## config.mk

```make
export PLATFORM = sky130hd
export DESIGN_NAME = mul_seq_ctrl
export DESIGN_NICKNAME = d
export VERILOG_FILES = /design/src/rtl/mul_seq_ctrl.sv
export SDC_FILE = /design/constraint.sdc
export NUM_CORES = 1
export LEC_CHECK = 0
export CAP_MARGIN = 20
export CELL_PAD_IN_SITES_DETAIL_PLACEMENT = 0
export CELL_PAD_IN_SITES_GLOBAL_PLACEMENT = 1
export CORE_MARGIN = 2
export CORE_UTILIZATION = 44
export DETAILED_ROUTE_END_ITERATION = 16
export DONT_BUFFER_PORTS = 1
export PLACE_DENSITY = 0.8
export SETUP_SLACK_MARGIN = 0.05
export SYNTH_ARGS = -nofsm -noshare
export SYNTH_HDL_FRONTEND = slang
export SYNTH_SLANG_ARGS = --single-unit
```

## constraint.sdc

```tcl
create_clock -name clk -period 2.27 [get_ports clk]
set_clock_uncertainty 0.1 [all_clocks]
set_input_delay 0.454 -clock clk [delete_from_list [all_inputs] [get_ports clk]]
set_output_delay 0.454 -clock clk [all_outputs]
set_load 0.01 [all_outputs]
```

## src/rtl/mul_seq_ctrl.sv

```systemverilog
// Sequencer for an external 32x32 multiplier: drives both operands over the shared Z bus,
// pulses start, waits for done with a hang timeout, and holds the product for the consumer.
module mul_seq_ctrl #(
  parameter int unsigned TIMEOUT = 127
) (
  input  logic        clk,
  input  logic        rst,
  input  logic        in_valid,
  input  logic [31:0] in_a,
  input  logic [31:0] in_b,
  output logic        in_ready,
  output logic [31:0] z_out,
  output logic        z_oe,
  output logic        mul_start,
  input  logic        mul_done,
  input  logic [31:0] mul_hi,
  input  logic [31:0] mul_lo,
  output logic        res_valid,
  input  logic        res_ready,
  output logic [31:0] res_hi,
  output logic [31:0] res_lo,
  output logic        res_err,
  output logic        busy
);

  typedef enum logic [2:0] {
    StIdle,
    StDrvA,
    StDrvB,
    StStart,
    StWait,
    StResp
  } state_e;

  localparam logic [7:0] TimeoutCnt  = 8'(TIMEOUT);
  localparam logic [7:0] LastWaitCnt = 8'(TIMEOUT - 1);

  state_e      state_q;
  logic [7:0]  cnt_q;
  logic [31:0] b_q;
  logic [31:0] z_out_q;
  logic [31:0] res_hi_q;
  logic [31:0] res_lo_q;
  logic        in_ready_q;
  logic        z_oe_q;
  logic        mul_start_q;
  logic        res_valid_q;
  logic        res_err_q;
  logic        busy_q;

  always_ff @(posedge clk) begin
    if (!rst) begin
      state_q     <= StIdle;
      cnt_q       <= 8'd0;
      b_q         <= 32'd0;
      z_out_q     <= 32'd0;
      res_hi_q    <= 32'd0;
      res_lo_q    <= 32'd0;
      res_err_q   <= 1'b0;
      in_ready_q  <= 1'b1;
      z_oe_q      <= 1'b0;
      mul_start_q <= 1'b0;
      res_valid_q <= 1'b0;
      busy_q      <= 1'b0;
    end else begin
      unique case (state_q)
        StIdle: begin
          if (in_valid) begin
            // z_out_q doubles as the latched multiplicand
            z_out_q    <= in_a;
            b_q        <= in_b;
            z_oe_q     <= 1'b1;
            in_ready_q <= 1'b0;
            busy_q     <= 1'b1;
            state_q    <= StDrvA;
          end
        end
        StDrvA: begin
          z_out_q <= b_q;
          state_q <= StDrvB;
        end
        StDrvB: begin
          z_out_q     <= 32'd0;
          z_oe_q      <= 1'b0;
          mul_start_q <= 1'b1;
          state_q     <= StStart;
        end
        StStart: begin
          mul_start_q <= 1'b0;
          cnt_q       <= 8'd0;
          state_q     <= StWait;
        end
        StWait: begin
          // The edge that would bring the count to TIMEOUT ends the wait; done still wins there.
          if (mul_done) begin
            res_hi_q    <= mul_hi;
            res_lo_q    <= mul_lo;
            res_err_q   <= 1'b0;
            res_valid_q <= 1'b1;
            state_q     <= StResp;
          end else if (cnt_q >= LastWaitCnt) begin
            cnt_q       <= TimeoutCnt;
            res_hi_q    <= 32'd0;
            res_lo_q    <= 32'd0;
            res_err_q   <= 1'b1;
            res_valid_q <= 1'b1;
            state_q     <= StResp;
          end else begin
            cnt_q <= cnt_q + 8'd1;
          end
        end
        StResp: begin
          if (res_ready) begin
            res_valid_q <= 1'b0;
            busy_q      <= 1'b0;
            in_ready_q  <= 1'b1;
            state_q     <= StIdle;
          end
        end
        default: state_q <= StIdle;
      endcase
    end
  end

  assign in_ready  = in_ready_q & rst;
  assign z_out     = z_out_q;
  assign z_oe      = z_oe_q;
  assign mul_start = mul_start_q;
  assign res_valid = res_valid_q;
  assign res_hi    = res_hi_q;
  assign res_lo    = res_lo_q;
  assign res_err   = res_err_q;
  assign busy      = busy_q;

endmodule

```

==> reports/results.ini <==
[cts]
cts_tree = built
cts.reportedPaths.clkPinSlew_ns = 0.06
root_buffer = clkbuf_16
cts_setup_buffers = 0
cts_resized = 1
clk_path_buf_depth = 2
hold_buffers = 0
htree_levels = 4
cts.sinks = 145
cts_buffers = 17
insertion_delay_ns = 0.41

[logic_synthesis]
syn_inst = 678
synth_nets = 813
synthSimpleGateAreaFrac_pct = 15.58
synth_area_mm2 = 0.005655
synthMuxAreaShare_pct = 0.1770
synth_fa_ha_area_share_pct = 0.4425
ys_ff_latch = 145
yosysWarnings = 0
syn_avg_cell_area_um2 = 8.341
synth_compound_area_share_pct = 26.48
async_reset_ff_share_pct = 0
ys.flop_type = dfxtp_1
synth_edf_count = 0
ys_seq_area_share_pct = 51.33
ys_types = 45
synth_top_family_by_area = compound AO/OA/AOI/OAI gates
synth-xor-area-share_pct = 0.1549

[place]
dpl.cell_count = 808
routabilityCongestion = 0.7960
place.port_buffers = 0
place_ws_ns = 0.07497
dp_hpwl_um = 9552
dpl_cell_area_mm2 = 0.005796

[detailed_routing]
firstDrtPassIters = 4
num_vias = 4762
drt_iter0_drc = 347
wl_per_cell_um = 17.67
viasPerCell = 5.676
drc = 0
wl_um = 14820
ant_nets = 0

[timing]
rsz0062_at_grt = false
setup_viol = 0
hold_violations = 0
setup_ws_ns = 0.3777
fin_tns_setup_ns = 0
period_needed_ns = 1.892
slew_viol_final = 0
min_period_over_period_pct = 83.36
worst_pin_slew_ns = 0.6051
slew_headroom_pct = 59.66
fmax_mhz = 528.5

[power]
switching_share_pct = 34.07
switching_power_w = 0.002868
peakVddDrop_mv = 0.7201
p_leak_nw = 2.201
power_w = 0.008417
p_int_w = 0.005549
power_frac_seq_pct = 42.6
powerDensity_mw_per_mm2 = 1323
combinationalPowerShare_pct = 25.3
power_frac_clock_pct = 32.2

[layout]
final_cell_mix = 145 x dfxtp_1, 135 x nand2_1, 108 x a21oi_1
layout_commonest_cell = dfxtp_1
design_area_mm2 = 0.006362
diodes = 0
fin_cells = 839
fin_nets = 790
drive_above_1_share_pct = 8.846
area_delta_synth_final_pct = 12.50
fill_cells = 1219

[global_route]
grt_pass1_wl_um = 24230
overflow = 0
antenna_found_initial = 0
first_global_vias = 4654
grt_max_degree = 66
grt_util_all_layers_pct = 21.57

[floorplan]
initial_core_util_pct = 45.00
die_w_um = 117.4
io_pins = 235
die_h_um = 117.4
rows = 41
core_area_mm2 = 0.01257
dieArea_mm2 = 0.01378

[critical_path]
critical-path-max-stage-delay_ns = 0.40
required_ns = 2.51
start_kind = flop
crit_chain = inv_1 > ha_1 > o21a_1 > a211oi_4 > buf_12 > o21ai_0 > a21oi_1
end_kind = flop
worstPathMaxFanout = 65
arrival_ns = 2.13
cpMaxStageDelayCell = dfxtp_1
path_class = flop to flop

[run]
max-cap-violations = 0

[min_path]
hp-class = primary input to flop

[run_status]
outcome = complete, no violations

worst max-delay path: cells and delay by family, from the launching register on:
kind	cells	cell delay, ns
AOI/OAI and AO/OA	4	0.78
adders and majority gates	1	0.19
buffers and inverters	2	0.35
DFF	1	0.40
cell families (layout without fill, tap and decap cells):
family          Yosys count  after routing
compound gates          263            263
simple gates            200            200
mux                       1              1
fa+ha+maj                 2              2
flops                   145            145
xor+xnor                  1              1
buf+inv                  66             55
stage by stage:
stage | utilization (%) | hold slack, ns
2_1_floorplan | - | 0.3361
3_3_place_gp | 46.11 | 0.3422
3_5_place_dp | 46.11 | 0.3482
4_1_cts | 50.62 | 0.04296
5_1_grt | 50.62 | 0.04509
6_report | 50.62 | 0.05949
state kept, by name (all words and copies together), names as in the netlist:
name and cells:
res_err 1, res_lo 32, z_oe 1, res_hi 32, busy 1, b_q 32, mul_start 1, cnt_q 8
res_valid 1, z_out 32, state_q 3, in_ready_q 1
final timing paths:
check | from | to | slack (ns) | cells past startpoint
hold / removal | rst | in_ready_q | 0.06 | 1
setup / recovery | cnt_q[0] | res_hi[21] | 0.38 | 7
setup reg to reg | cnt_q[0] | res_hi[21] | 0.38 | 7
hold reg to reg | b_q[12] | b_q[12] | 0.35 | 2
power groups by stage:
stage,clock (W),combinational [W],sequential [W]
floorplan,0,0.00164,0.00348
global placement,0,0.00205,0.00363
detailed placement,0,0.00214,0.00363
CTS,0.00276,0.00215,0.00359
global route,0.00287,0.00239,0.00364
finish,0.00271,0.00213,0.00358
final cells by class:
| cell class | count | area, um2 | share of cell area (%) |
|---|---|---|---|
| clock inverter | 6 | 80.08 | 1.259 |
| clock buffer | 25 | 485.5 | 7.630 |
| sequential | 145 | 2903 | 45.62 |
| tap | 172 | 215.2 | 3.382 |
| inverter | 4 | 16.27 | 0.2557 |
| timing repair buffer | 20 | 212.7 | 3.343 |
| multi-input combinational | 467 | 2450 | 38.51 |
cell usage after synthesis, drive strengths merged, types with 2 or more instances:
| cell | count | area (um2) |
|---|---|---|
| dfxtp | 145 | 2903 |
| nand2 | 135 | 506.7 |
| a21oi | 108 | 540.5 |
| o21ai | 102 | 510.5 |
| clkbuf | 41 | 153.9 |
| nor2 | 39 | 162.7 |
| a221oi | 32 | 280.3 |
| buf | 21 | 161.4 |
| nor3 | 5 | 35.03 |
| a31oi | 4 | 25.02 |
| and3 | 4 | 25.02 |
| o21a | 4 | 30.03 |
| a211oi | 3 | 27.52 |
| inv | 3 | 11.26 |
| nand3 | 3 | 15.01 |
| nand3b | 3 | 22.52 |
| ha | 2 | 25.02 |
| nand2b | 2 | 12.51 |
| nor2b | 2 | 12.51 |
| nor4b | 2 | 47.55 |
| o31ai | 2 | 15.01 |
per-layer routing:
layer  global-route usage (%)  vias up  wire length [um]
li1                         -     2320                 -
met1                    26.38     2236              6148
met2                    34.80      186              7138
met3                    8.220       20              1311
met4                    7.681        0               225
met5                        0        -                 0
Note: power is estimated with default switching activity, not from simulation.
